## src/rtl/fp_add_pkg.sv

```systemverilog
// Shared constants and operand classification for the pipelined FP adder.
package fp_add_pkg;

    localparam int FLAG_INVALID   = 3;
    localparam int FLAG_OVERFLOW  = 2;
    localparam int FLAG_UNDERFLOW = 1;
    localparam int FLAG_INEXACT   = 0;
    localparam int GRS_W          = 3;

    typedef enum logic [2:0] {
        CLS_ZERO,
        CLS_SUB,
        CLS_NORM,
        CLS_INF,
        CLS_NAN
    } fp_class_e;

    function automatic fp_class_e fp_classify(input logic exp_zero,
                                              input logic exp_ones,
                                              input logic frac_zero);
        if (exp_zero) return frac_zero ? CLS_ZERO : CLS_SUB;
        if (exp_ones) return frac_zero ? CLS_INF : CLS_NAN;
        return CLS_NORM;
    endfunction

endpackage

```

## src/rtl/fp_lzc.sv

```systemverilog
// Parametrised leading-zero counter; cnt_o = WIDTH when the input is all zero.
module fp_lzc #(
    parameter int WIDTH = 27,
    parameter int CNT_W = $clog2(WIDTH + 1)
) (
    input  logic [WIDTH-1:0] in_i,
    output logic [CNT_W-1:0] cnt_o,
    output logic             zero_o
);

    always_comb begin
        cnt_o = CNT_W'(WIDTH);
        for (int i = 0; i < WIDTH; i++) begin
            if (in_i[i]) cnt_o = CNT_W'(WIDTH - 1 - i);
        end
    end

    assign zero_o = ~|in_i;

endmodule

```

## src/rtl/fp_add_pipe.sv

```systemverilog
// Three-stage IEEE-754 adder/subtractor (align, add, normalise/round) with a global stall.
// FP_ADD_SUBNORMAL_EN selects gradual underflow; otherwise subnormals flush to zero.
module fp_add_pipe
    import fp_add_pkg::*;
#(
    parameter int EXP_W = 8,
    parameter int MAN_W = 23,
    parameter int TAG_W = 4
) (
    input  logic                     clk,
    input  logic                     rst_n,
    input  logic                     in_valid,
    output logic                     in_ready,
    input  logic                     in_sub,
    input  logic [EXP_W+MAN_W:0]     operandX,
    input  logic [EXP_W+MAN_W:0]     operandY,
    input  logic [TAG_W-1:0]         in_tag,
    output logic                     out_valid,
    input  logic                     out_ready,
    output logic [EXP_W+MAN_W:0]     result,
    output logic [TAG_W-1:0]         out_tag,
    output logic [3:0]               flags
);

    localparam int W     = 1 + EXP_W + MAN_W;
    localparam int SIG_W = MAN_W + 1;
    localparam int EXT_W = SIG_W + GRS_W;
    localparam int SUM_W = EXT_W + 1;
    localparam int EE_W  = EXP_W + 2;
    localparam int CNT_W = $clog2(EXT_W + 1);
    localparam logic [W-1:0] QNAN = {1'b0, {EXP_W{1'b1}}, 1'b1, {(MAN_W-1){1'b0}}};
`ifdef FP_ADD_SUBNORMAL_EN
    localparam bit FTZ = 1'b0;
`else
    localparam bit FTZ = 1'b1;
`endif

    logic en;
    logic out_valid_q;
    assign en       = ~out_valid_q | out_ready;
    assign in_ready = en;

    // ---------------- stage 1: unpack, classify, swap, align ----------------
    logic             xs, ys;
    logic [EXP_W-1:0] xe, ye, xee, yee;
    logic [MAN_W-1:0] xf, yf;
    logic [SIG_W-1:0] xsig, ysig;
    fp_class_e        xc, yc;
    logic             ftz_in;

    assign {xs, xe, xf} = operandX;
    assign ys = operandY[W-1] ^ in_sub;
    assign {ye, yf} = operandY[W-2:0];
    assign xc = fp_classify(xe == '0, &xe, xf == '0);
    assign yc = fp_classify(ye == '0, &ye, yf == '0);

`ifdef FP_ADD_SUBNORMAL_EN
    assign xsig   = {xc == CLS_NORM, xf};
    assign ysig   = {yc == CLS_NORM, yf};
    assign xee    = (xc == CLS_SUB) ? EXP_W'(1) : xe;
    assign yee    = (yc == CLS_SUB) ? EXP_W'(1) : ye;
    assign ftz_in = 1'b0;
`else
    assign xsig   = (xc == CLS_NORM) ? {1'b1, xf} : '0;
    assign ysig   = (yc == CLS_NORM) ? {1'b1, yf} : '0;
    assign xee    = (xc == CLS_NORM) ? xe : '0;
    assign yee    = (yc == CLS_NORM) ? ye : '0;
    assign ftz_in = (xc == CLS_SUB) | (yc == CLS_SUB);
`endif

    logic             a_s, b_s;
    logic [EXP_W-1:0] a_e, b_e, diff;
    logic [SIG_W-1:0] a_sig, b_sig;
    logic [EXT_W-1:0] b_ext, b_mask, b_al;

    always_comb begin
        if ({xee, xsig} >= {yee, ysig}) begin
            a_s = xs; a_e = xee; a_sig = xsig;
            b_s = ys; b_e = yee; b_sig = ysig;
        end else begin
            a_s = ys; a_e = yee; a_sig = ysig;
            b_s = xs; b_e = xee; b_sig = xsig;
        end
    end

    assign diff   = a_e - b_e;
    assign b_ext  = {b_sig, {GRS_W{1'b0}}};
    assign b_mask = ~({EXT_W{1'b1}} << diff);
    assign b_al   = (32'(diff) >= 32'(MAN_W + 3))
                  ? {{(EXT_W-1){1'b0}}, |b_sig}
                  : (b_ext >> diff) | {{(EXT_W-1){1'b0}}, |(b_ext & b_mask)};

    logic         spec;
    logic [W-1:0] spec_res;
    logic [3:0]   spec_flags;

    always_comb begin
        spec       = 1'b0;
        spec_res   = '0;
        spec_flags = '0;
        if (xc == CLS_NAN || yc == CLS_NAN) begin
            spec     = 1'b1;
            spec_res = QNAN;
            spec_flags[FLAG_INVALID] = (xc == CLS_NAN && !xf[MAN_W-1]) ||
                                       (yc == CLS_NAN && !yf[MAN_W-1]);
        end else if (xc == CLS_INF && yc == CLS_INF && xs != ys) begin
            spec     = 1'b1;
            spec_res = QNAN;
            spec_flags[FLAG_INVALID] = 1'b1;
        end else if (xc == CLS_INF) begin
            spec     = 1'b1;
            spec_res = {xs, {EXP_W{1'b1}}, {MAN_W{1'b0}}};
        end else if (yc == CLS_INF) begin
            spec     = 1'b1;
            spec_res = {ys, {EXP_W{1'b1}}, {MAN_W{1'b0}}};
        end
    end

    logic             s1_valid_q, s1_spec_q, s1_sign_q, s1_sub_q, s1_ftz_q;
    logic [TAG_W-1:0] s1_tag_q;
    logic [W-1:0]     s1_spec_res_q;
    logic [3:0]       s1_spec_flags_q;
    logic [EXP_W-1:0] s1_exp_q;
    logic [EXT_W-1:0] s1_a_q, s1_b_q;

    always_ff @(posedge clk or negedge rst_n) begin
        if (!rst_n) begin
            s1_valid_q <= 1'b0; s1_spec_q <= 1'b0; s1_sign_q <= 1'b0;
            s1_sub_q <= 1'b0; s1_ftz_q <= 1'b0; s1_tag_q <= '0;
            s1_spec_res_q <= '0; s1_spec_flags_q <= '0; s1_exp_q <= '0;
            s1_a_q <= '0; s1_b_q <= '0;
        end else if (en) begin
            s1_valid_q <= in_valid; s1_spec_q <= spec; s1_sign_q <= a_s;
            s1_sub_q <= a_s ^ b_s; s1_ftz_q <= ftz_in; s1_tag_q <= in_tag;
            s1_spec_res_q <= spec_res; s1_spec_flags_q <= spec_flags;
            s1_exp_q <= a_e; s1_a_q <= {a_sig, {GRS_W{1'b0}}}; s1_b_q <= b_al;
        end
    end

    // ---------------- stage 2: magnitude add/subtract ----------------
    logic [SUM_W-1:0] sum_d;
    assign sum_d = s1_sub_q ? ({1'b0, s1_a_q} - {1'b0, s1_b_q})
                            : ({1'b0, s1_a_q} + {1'b0, s1_b_q});

    logic             s2_valid_q, s2_spec_q, s2_sign_q, s2_sub_q, s2_ftz_q;
    logic [TAG_W-1:0] s2_tag_q;
    logic [W-1:0]     s2_spec_res_q;
    logic [3:0]       s2_spec_flags_q;
    logic [EXP_W-1:0] s2_exp_q;
    logic [SUM_W-1:0] s2_sum_q;

    always_ff @(posedge clk or negedge rst_n) begin
        if (!rst_n) begin
            s2_valid_q <= 1'b0; s2_spec_q <= 1'b0; s2_sign_q <= 1'b0;
            s2_sub_q <= 1'b0; s2_ftz_q <= 1'b0; s2_tag_q <= '0;
            s2_spec_res_q <= '0; s2_spec_flags_q <= '0; s2_exp_q <= '0; s2_sum_q <= '0;
        end else if (en) begin
            s2_valid_q <= s1_valid_q; s2_spec_q <= s1_spec_q; s2_sign_q <= s1_sign_q;
            s2_sub_q <= s1_sub_q; s2_ftz_q <= s1_ftz_q; s2_tag_q <= s1_tag_q;
            s2_spec_res_q <= s1_spec_res_q; s2_spec_flags_q <= s1_spec_flags_q;
            s2_exp_q <= s1_exp_q; s2_sum_q <= sum_d;
        end
    end

    // ---------------- stage 3: normalise, round, pack ----------------
    logic [CNT_W-1:0] lz;
    logic             lo_zero, sum_zero;

    fp_lzc #(.WIDTH(EXT_W), .CNT_W(CNT_W)) u_lzc (
        .in_i   (s2_sum_q[EXT_W-1:0]),
        .cnt_o  (lz),
        .zero_o (lo_zero)
    );

    assign sum_zero = ~s2_sum_q[SUM_W-1] & lo_zero;

    logic [EE_W-1:0]  e_a, lz_e, e_n, e_r;
    logic [EXT_W-1:0] norm;
    logic             tiny;

    assign e_a  = EE_W'(s2_exp_q);
    assign lz_e = EE_W'(lz);

    // Tiny: the normalised result lands below the smallest normal exponent.
    always_comb begin
        norm = s2_sum_q[EXT_W-1:0];
        e_n  = e_a;
        tiny = 1'b0;
        if (s2_sum_q[SUM_W-1]) begin
            norm = {s2_sum_q[SUM_W-1:2], |s2_sum_q[1:0]};
            e_n  = e_a + EE_W'(1);
        end else if (lz_e < e_a) begin
            norm = s2_sum_q[EXT_W-1:0] << lz;
            e_n  = e_a - lz_e;
        end else begin
            tiny = 1'b1;
`ifdef FP_ADD_SUBNORMAL_EN
            norm = s2_sum_q[EXT_W-1:0] << (e_a - EE_W'(1));
            e_n  = EE_W'(1);
`else
            norm = '0;
`endif
        end
    end

    logic [SIG_W-1:0] sig_n;
    logic [SIG_W:0]   sig_r;
    logic             rnd_up, inexact, implicit_r, ovf;
    logic [MAN_W-1:0] frac_r;

    assign sig_n      = norm[EXT_W-1:GRS_W];
    assign rnd_up     = norm[2] & (norm[1] | norm[0] | sig_n[0]);
    assign inexact    = |norm[GRS_W-1:0] | s2_ftz_q;
    assign sig_r      = {1'b0, sig_n} + (SIG_W+1)'(rnd_up);
    assign e_r        = sig_r[SIG_W] ? e_n + EE_W'(1) : e_n;
    assign frac_r     = sig_r[SIG_W] ? '0 : sig_r[MAN_W-1:0];
    assign implicit_r = sig_r[SIG_W] | sig_r[MAN_W];
    assign ovf        = e_r >= EE_W'({EXP_W{1'b1}});

    logic [W-1:0] result_d;
    logic [3:0]   flags_d;

    always_comb begin
        result_d = {s2_sign_q, implicit_r ? e_r[EXP_W-1:0] : {EXP_W{1'b0}}, frac_r};
        flags_d  = '0;
        flags_d[FLAG_INEXACT]   = inexact;
        flags_d[FLAG_UNDERFLOW] = tiny & inexact;
        if (s2_spec_q) begin
            result_d = s2_spec_res_q;
            flags_d  = s2_spec_flags_q;
        end else if (sum_zero) begin
            result_d = {s2_sign_q & ~s2_sub_q, {(W-1){1'b0}}};
            flags_d  = '0;
            flags_d[FLAG_UNDERFLOW] = s2_ftz_q;
            flags_d[FLAG_INEXACT]   = s2_ftz_q;
        end else if (FTZ && tiny) begin
            result_d = {s2_sign_q, {(W-1){1'b0}}};
            flags_d  = '0;
            flags_d[FLAG_UNDERFLOW] = 1'b1;
            flags_d[FLAG_INEXACT]   = 1'b1;
        end else if (ovf) begin
            result_d = {s2_sign_q, {EXP_W{1'b1}}, {MAN_W{1'b0}}};
            flags_d  = '0;
            flags_d[FLAG_OVERFLOW] = 1'b1;
            flags_d[FLAG_INEXACT]  = 1'b1;
        end
    end

    logic [W-1:0]     result_q;
    logic [TAG_W-1:0] out_tag_q;
    logic [3:0]       flags_q;

    always_ff @(posedge clk or negedge rst_n) begin
        if (!rst_n) begin
            out_valid_q <= 1'b0;
            result_q    <= '0;
            out_tag_q   <= '0;
            flags_q     <= '0;
        end else if (en) begin
            out_valid_q <= s2_valid_q;
            result_q    <= result_d;
            out_tag_q   <= s2_tag_q;
            flags_q     <= flags_d;
        end
    end

    assign out_valid = out_valid_q;
    assign result    = result_q;
    assign out_tag   = out_tag_q;
    assign flags     = flags_q;

endmodule

```

## config.mk

```make
export PLATFORM = sky130hd
export DESIGN_NAME = fp_add_pipe
export DESIGN_NICKNAME = d
export VERILOG_FILES = /design/src/rtl/fp_add_pkg.sv /design/src/rtl/fp_lzc.sv /design/src/rtl/fp_add_pipe.sv
export SDC_FILE = /design/constraint.sdc
export NUM_CORES = 1
export LEC_CHECK = 0
export ABC_AREA = 1
export CAP_MARGIN = 25
export CORE_MARGIN = 1.5
export CORE_UTILIZATION = 47
export DETAILED_ROUTE_END_ITERATION = 10
export GPL_TIMING_DRIVEN = 1
export HOLD_SLACK_MARGIN = 0.15
export PLACE_DENSITY = 0.78
export SLEW_MARGIN = 20
export SYNTH_ARGS = -nofsm -noshare
export SYNTH_HDL_FRONTEND = slang
export SYNTH_SLANG_ARGS = --single-unit
```

## constraint.sdc

```tcl
create_clock -name clk -period 13.03 [get_ports clk]
set_clock_uncertainty 0.15 [all_clocks]
set_input_delay 3.909 -clock clk [delete_from_list [all_inputs] [get_ports clk]]
set_output_delay 3.909 -clock clk [all_outputs]
set_load 0.02 [all_outputs]
```

==> metrics.txt <==
outcome finished, final reports clean; area of the placeable core ~0.032 mm2; number of enable flip-flop cells after synthesis 0; CTS tree built; total number of clock tree sinks 160; clock network fraction of total power between 10% and 20%; number of cell rows 66; reg2reg end result[17]; Switching Share 55.48%; area grow syn2layout 13.21%; number of input and output port buffers inserted approximately 110; sequential element share of the synthesized area about a quarter; terminating pin of the worst hold path out_valid; Logic pwr share about 67%; number of optimization iterations in the first detailed-route pass 6; warnings from Yosys 0; Avg Inst Size Synth a little over 6 um2; post-synthesis instance area ~0.015 mm2; quantity of hold-fixing buffers added after cts 0; average vias per placed instance about 5.7; depth of the most critical reg-to-reg path 54; number of nets in the synthesized netlist 2629; estimated wirelength of the detail-placed design a little under 40000 um; setup repair after global routing missed its margin false; number of global-route vias before repair between 15000 and 20000; Leakage ~0.0086 uW; DRC violations left 0; remaining global-route overflow 0; number of cells produced by synthesis approximately 2500; floorplan die width 183.8 um; global placement routability congestion a little under 1; Internal about 1800 uW; summed negative setup slack over all endpoints 0 ns; shortest clock period the worst path allows after layout roughly 12 ns; I/O pin count 115; total of cells resized after clock tree synthesis 0; post-synth top area share about a quarter; starting DRC count in detailed routing approximately 1800; met1 routing resource usage after global routing roughly two fifths; Clock Tree Root sky130_fd_sc_hd__clkbuf_16; CP Data Required Time about 13 ns; DRT antenna net count 0; ranking of synthesized cells by area sky130_fd_sc_hd__dfrtp_1 26%, sky130_fd_sc_hd__nand2_1 17%, sky130_fd_sc_hd__nand3_1 9.2%; final hold violation count 0; worst hold path class register to register; GRT met3 Usage about 3.7%; fmax 0.08472 GHz; Detailed Route WL ~50000 um; worst-case setup slack after placement 1.066 ns; nature of the critical path endpoint register; total number of H-tree levels 4; count of buffers added by post-CTS timing repair for setup 0; number of max-slew violations in the final report 0; post-synth cell types 63; delay of the slowest cell on the worst path 0.70 ns; period utilization between 90% and 100%; worst-path fanout max 53; count of nets after finishing 2674; latest clock arrival within the worst-skew pair roughly 0.45 ns; worst slew margin relative to its limit 38.09%; total of flip-flops plus latches after synthesis 160; clock transition at the registers of the reported paths approximately 0.090 ns; most frequently used flop master after synthesis sky130_fd_sc_hd__dfrtp_1; Maximum Capacitance Violations 0; critical path's most frequent cell sky130_fd_sc_hd__nand2_1; hold path cells 2; fin worst setup slack approximately 1.2 ns; Net Sw Power between 2000 and 2500 uW; Critical Path AT about 12 ns; final count of negative-setup-slack endpoints 0; initial antenna violation count 1; die footprint between 0.03 and 0.04 mm2; Bufs on Longest Clock Path 2; height of the chip about 180 um; power density over the cells around 240 mW/mm2; global-route wire length before repair 80920 um; HP Start s2_valid_q; fraction of synthesis flops using an asynchronous set or reset pin 100.0%; wire per inst about 17 um; maximum number of pins on one net before global-route repair 95; TritonCTS Buffers 17; Tightest Pin Transition roughly 0.93 ns; Worst Path Class, Setup input port to register; cell taking the most area after synthesis sky130_fd_sc_hd__dfrtp_1; layout cells sized above 1 around 4.6%; fill cell count approximately 3200; beginning of the worst register-to-register path s2_sum_q[1]; maximum resistive drop on vdd about 0.12 mV; critical path launch point type input port; Most Used Layer, Global Route met2; total global routing track utilization 29.79%; worst-case register-to-register setup slack about 5 ns; Starting Density between 40% and 50%; Crit-path slowest cell sky130_fd_sc_hd__nor2_1; met2 global-route usage a little under half; via count of the routed design between 15000 and 20000; share of total power in sequential cells just over 20%; count of inserted antenna diode cells 0
## power groups by stage
stage          Combinational, uW  Sequential (uW)  Clock [uW]
3_5_place_dp                2690              853           0
4_1_cts                     2710              844         537
3_3_place_gp                2660              847           0
6_report                    2750              851         529
5_1_grt                     3060              867         557
2_1_floorplan               1940              855           0
## worst max-delay path: cells and delay by family
family                     cells  cell delay [ns]
and+or+nand+nor               28             5.23
AOI/OAI and AO/OA              1             0.13
buffers and inverters          7             2.23
adders and majority gates      2             0.45
## area by class of cell
| class | count | area [um2] | area share (%) |
|---|---|---|---|
| clock buffers | 17 | 425.4 | 2.446 |
| well taps | 442 | 553.0 | 3.180 |
| clock inverters | 15 | 209.0 | 1.201 |
| repair buffers | 137 | 1315 | 7.561 |
| multi-input cells | 1909 | 9818 | 56.45 |
| inverters | 284 | 1067 | 6.137 |
| flip-flops and latches | 160 | 4004 | 23.02 |
## Yosys cell counts (3+ instances only)
cell	n
sky130_fd_sc_hd__o31ai_1	10
sky130_fd_sc_hd__a211oi_1	3
sky130_fd_sc_hd__buf_2	16
sky130_fd_sc_hd__nand3_1	282
sky130_fd_sc_hd__dfrtp_1	160
sky130_fd_sc_hd__o22ai_1	32
sky130_fd_sc_hd__a21oi_1	155
sky130_fd_sc_hd__o211ai_1	12
sky130_fd_sc_hd__nor4_1	16
sky130_fd_sc_hd__clkinv_1	8
sky130_fd_sc_hd__nor3_1	16
sky130_fd_sc_hd__nor2_2	6
sky130_fd_sc_hd__inv_1	264
sky130_fd_sc_hd__o21ai_1	27
sky130_fd_sc_hd__xnor2_1	7
sky130_fd_sc_hd__nand4_1	36
sky130_fd_sc_hd__nand3_2	3
sky130_fd_sc_hd__inv_2	12
sky130_fd_sc_hd__or2_2	5
sky130_fd_sc_hd__nor2_1	195
sky130_fd_sc_hd__nand2_2	9
sky130_fd_sc_hd__a31oi_1	8
sky130_fd_sc_hd__clkbuf_1	73
sky130_fd_sc_hd__xor2_1	38
sky130_fd_sc_hd__and2_1	4
sky130_fd_sc_hd__a32oi_1	3
sky130_fd_sc_hd__o21ai_0	195
sky130_fd_sc_hd__o21ai_2	4
sky130_fd_sc_hd__ha_1	90
sky130_fd_sc_hd__nand2_4	5
sky130_fd_sc_hd__buf_1	16
sky130_fd_sc_hd__o21bai_1	7
sky130_fd_sc_hd__buf_6	4
sky130_fd_sc_hd__nand2_1	700
## worst max-delay path by stage
stage                           end  slack [ns]          from  depth (start not counted)
final                     s1_b_q[0]        1.23  operandX[25]                         38
after global routing      s1_b_q[0]        0.69  operandX[25]                         38
after CTS                 s1_b_q[0]        1.49  operandX[25]                         38
after detailed placement  s1_b_q[0]        1.07  operandX[25]                         38
after global placement    s1_b_q[0]        1.18  operandX[26]                         38
after floorplan           s1_b_q[0]        3.89  operandY[23]                         41
## cell families (layout without fill, tap and decap cells)
group,Yosys count,count (layout),share of synthesized area [%]
AO/OA/AOI/OAI,478,478,17.13
XOR/XNOR,45,45,2.566
adder cells (fa/ha/maj),92,92,7.591
buffers and inverters,395,453,10.07
flip-flops,160,160,26.06
multiplexers,2,2,0.1303
AND/OR/NAND/NOR,1292,1292,36.45
## through the flow
step	cell area, um2	util, %	total power, uW	cells	hold WS, ns
6_report	17390	53.73	4131	2964	0.3130
5_1_grt	17390	53.73	4489	2964	0.3492
3_5_place_dp	16760	51.77	3547	2932	0.2917
3_3_place_gp	16760	51.77	3510	2932	0.2859
4_1_cts	17390	53.73	4087	2964	0.3135
2_1_floorplan	15360	-	2797	2464	0.2698
## flip-flops by register name (all words and copies together), names as in the netlist, 2 cells and up
name / cells
flags: 4
out_tag: 4
s2_exp_q: 8
s2_sum_q: 28
s2_spec_res_q: 2
result: 32
s1_a_q: 24
s2_tag_q: 4
s1_b_q: 27
s1_spec_res_q: 2
s1_tag_q: 4
s1_exp_q: 8
## cells in the final DEF, fill, tap and decap left out, types with 3 or more instances in the layout
master	n
sky130_fd_sc_hd__nand2_1	700
sky130_fd_sc_hd__nand3_1	282
sky130_fd_sc_hd__inv_1	264
sky130_fd_sc_hd__o21ai_0	195
sky130_fd_sc_hd__nor2_1	194
sky130_fd_sc_hd__dfrtp_1	160
sky130_fd_sc_hd__a21oi_1	155
sky130_fd_sc_hd__clkdlybuf4s50_1	113
sky130_fd_sc_hd__ha_1	90
sky130_fd_sc_hd__xor2_1	38
sky130_fd_sc_hd__nand4_1	36
sky130_fd_sc_hd__o22ai_1	32
sky130_fd_sc_hd__o21ai_1	27
sky130_fd_sc_hd__buf_4	23
sky130_fd_sc_hd__clkbuf_16	17
sky130_fd_sc_hd__nor4_1	16
sky130_fd_sc_hd__nor3_1	16
sky130_fd_sc_hd__o211ai_1	12
sky130_fd_sc_hd__inv_2	12
sky130_fd_sc_hd__o31ai_1	10
sky130_fd_sc_hd__nand2_2	9
sky130_fd_sc_hd__a31oi_1	8
sky130_fd_sc_hd__clkinv_8	8
sky130_fd_sc_hd__clkinv_1	7
sky130_fd_sc_hd__o21bai_1	7
sky130_fd_sc_hd__xnor2_1	7
sky130_fd_sc_hd__nor2_2	6
sky130_fd_sc_hd__nand2_4	5
sky130_fd_sc_hd__or2_2	5
sky130_fd_sc_hd__and2_1	4
sky130_fd_sc_hd__o21ai_2	4
sky130_fd_sc_hd__inv_6	4
sky130_fd_sc_hd__a211oi_1	3
sky130_fd_sc_hd__a32oi_1	3
sky130_fd_sc_hd__nand3_2	3
## per-layer routing
layer,up-vias,routed length (um)
met5,-,0
met4,0,1581
met3,107,3691
met2,796,22380
met1,7824,22500
li1,8240,-
Power figures use the tool's default switching activity.
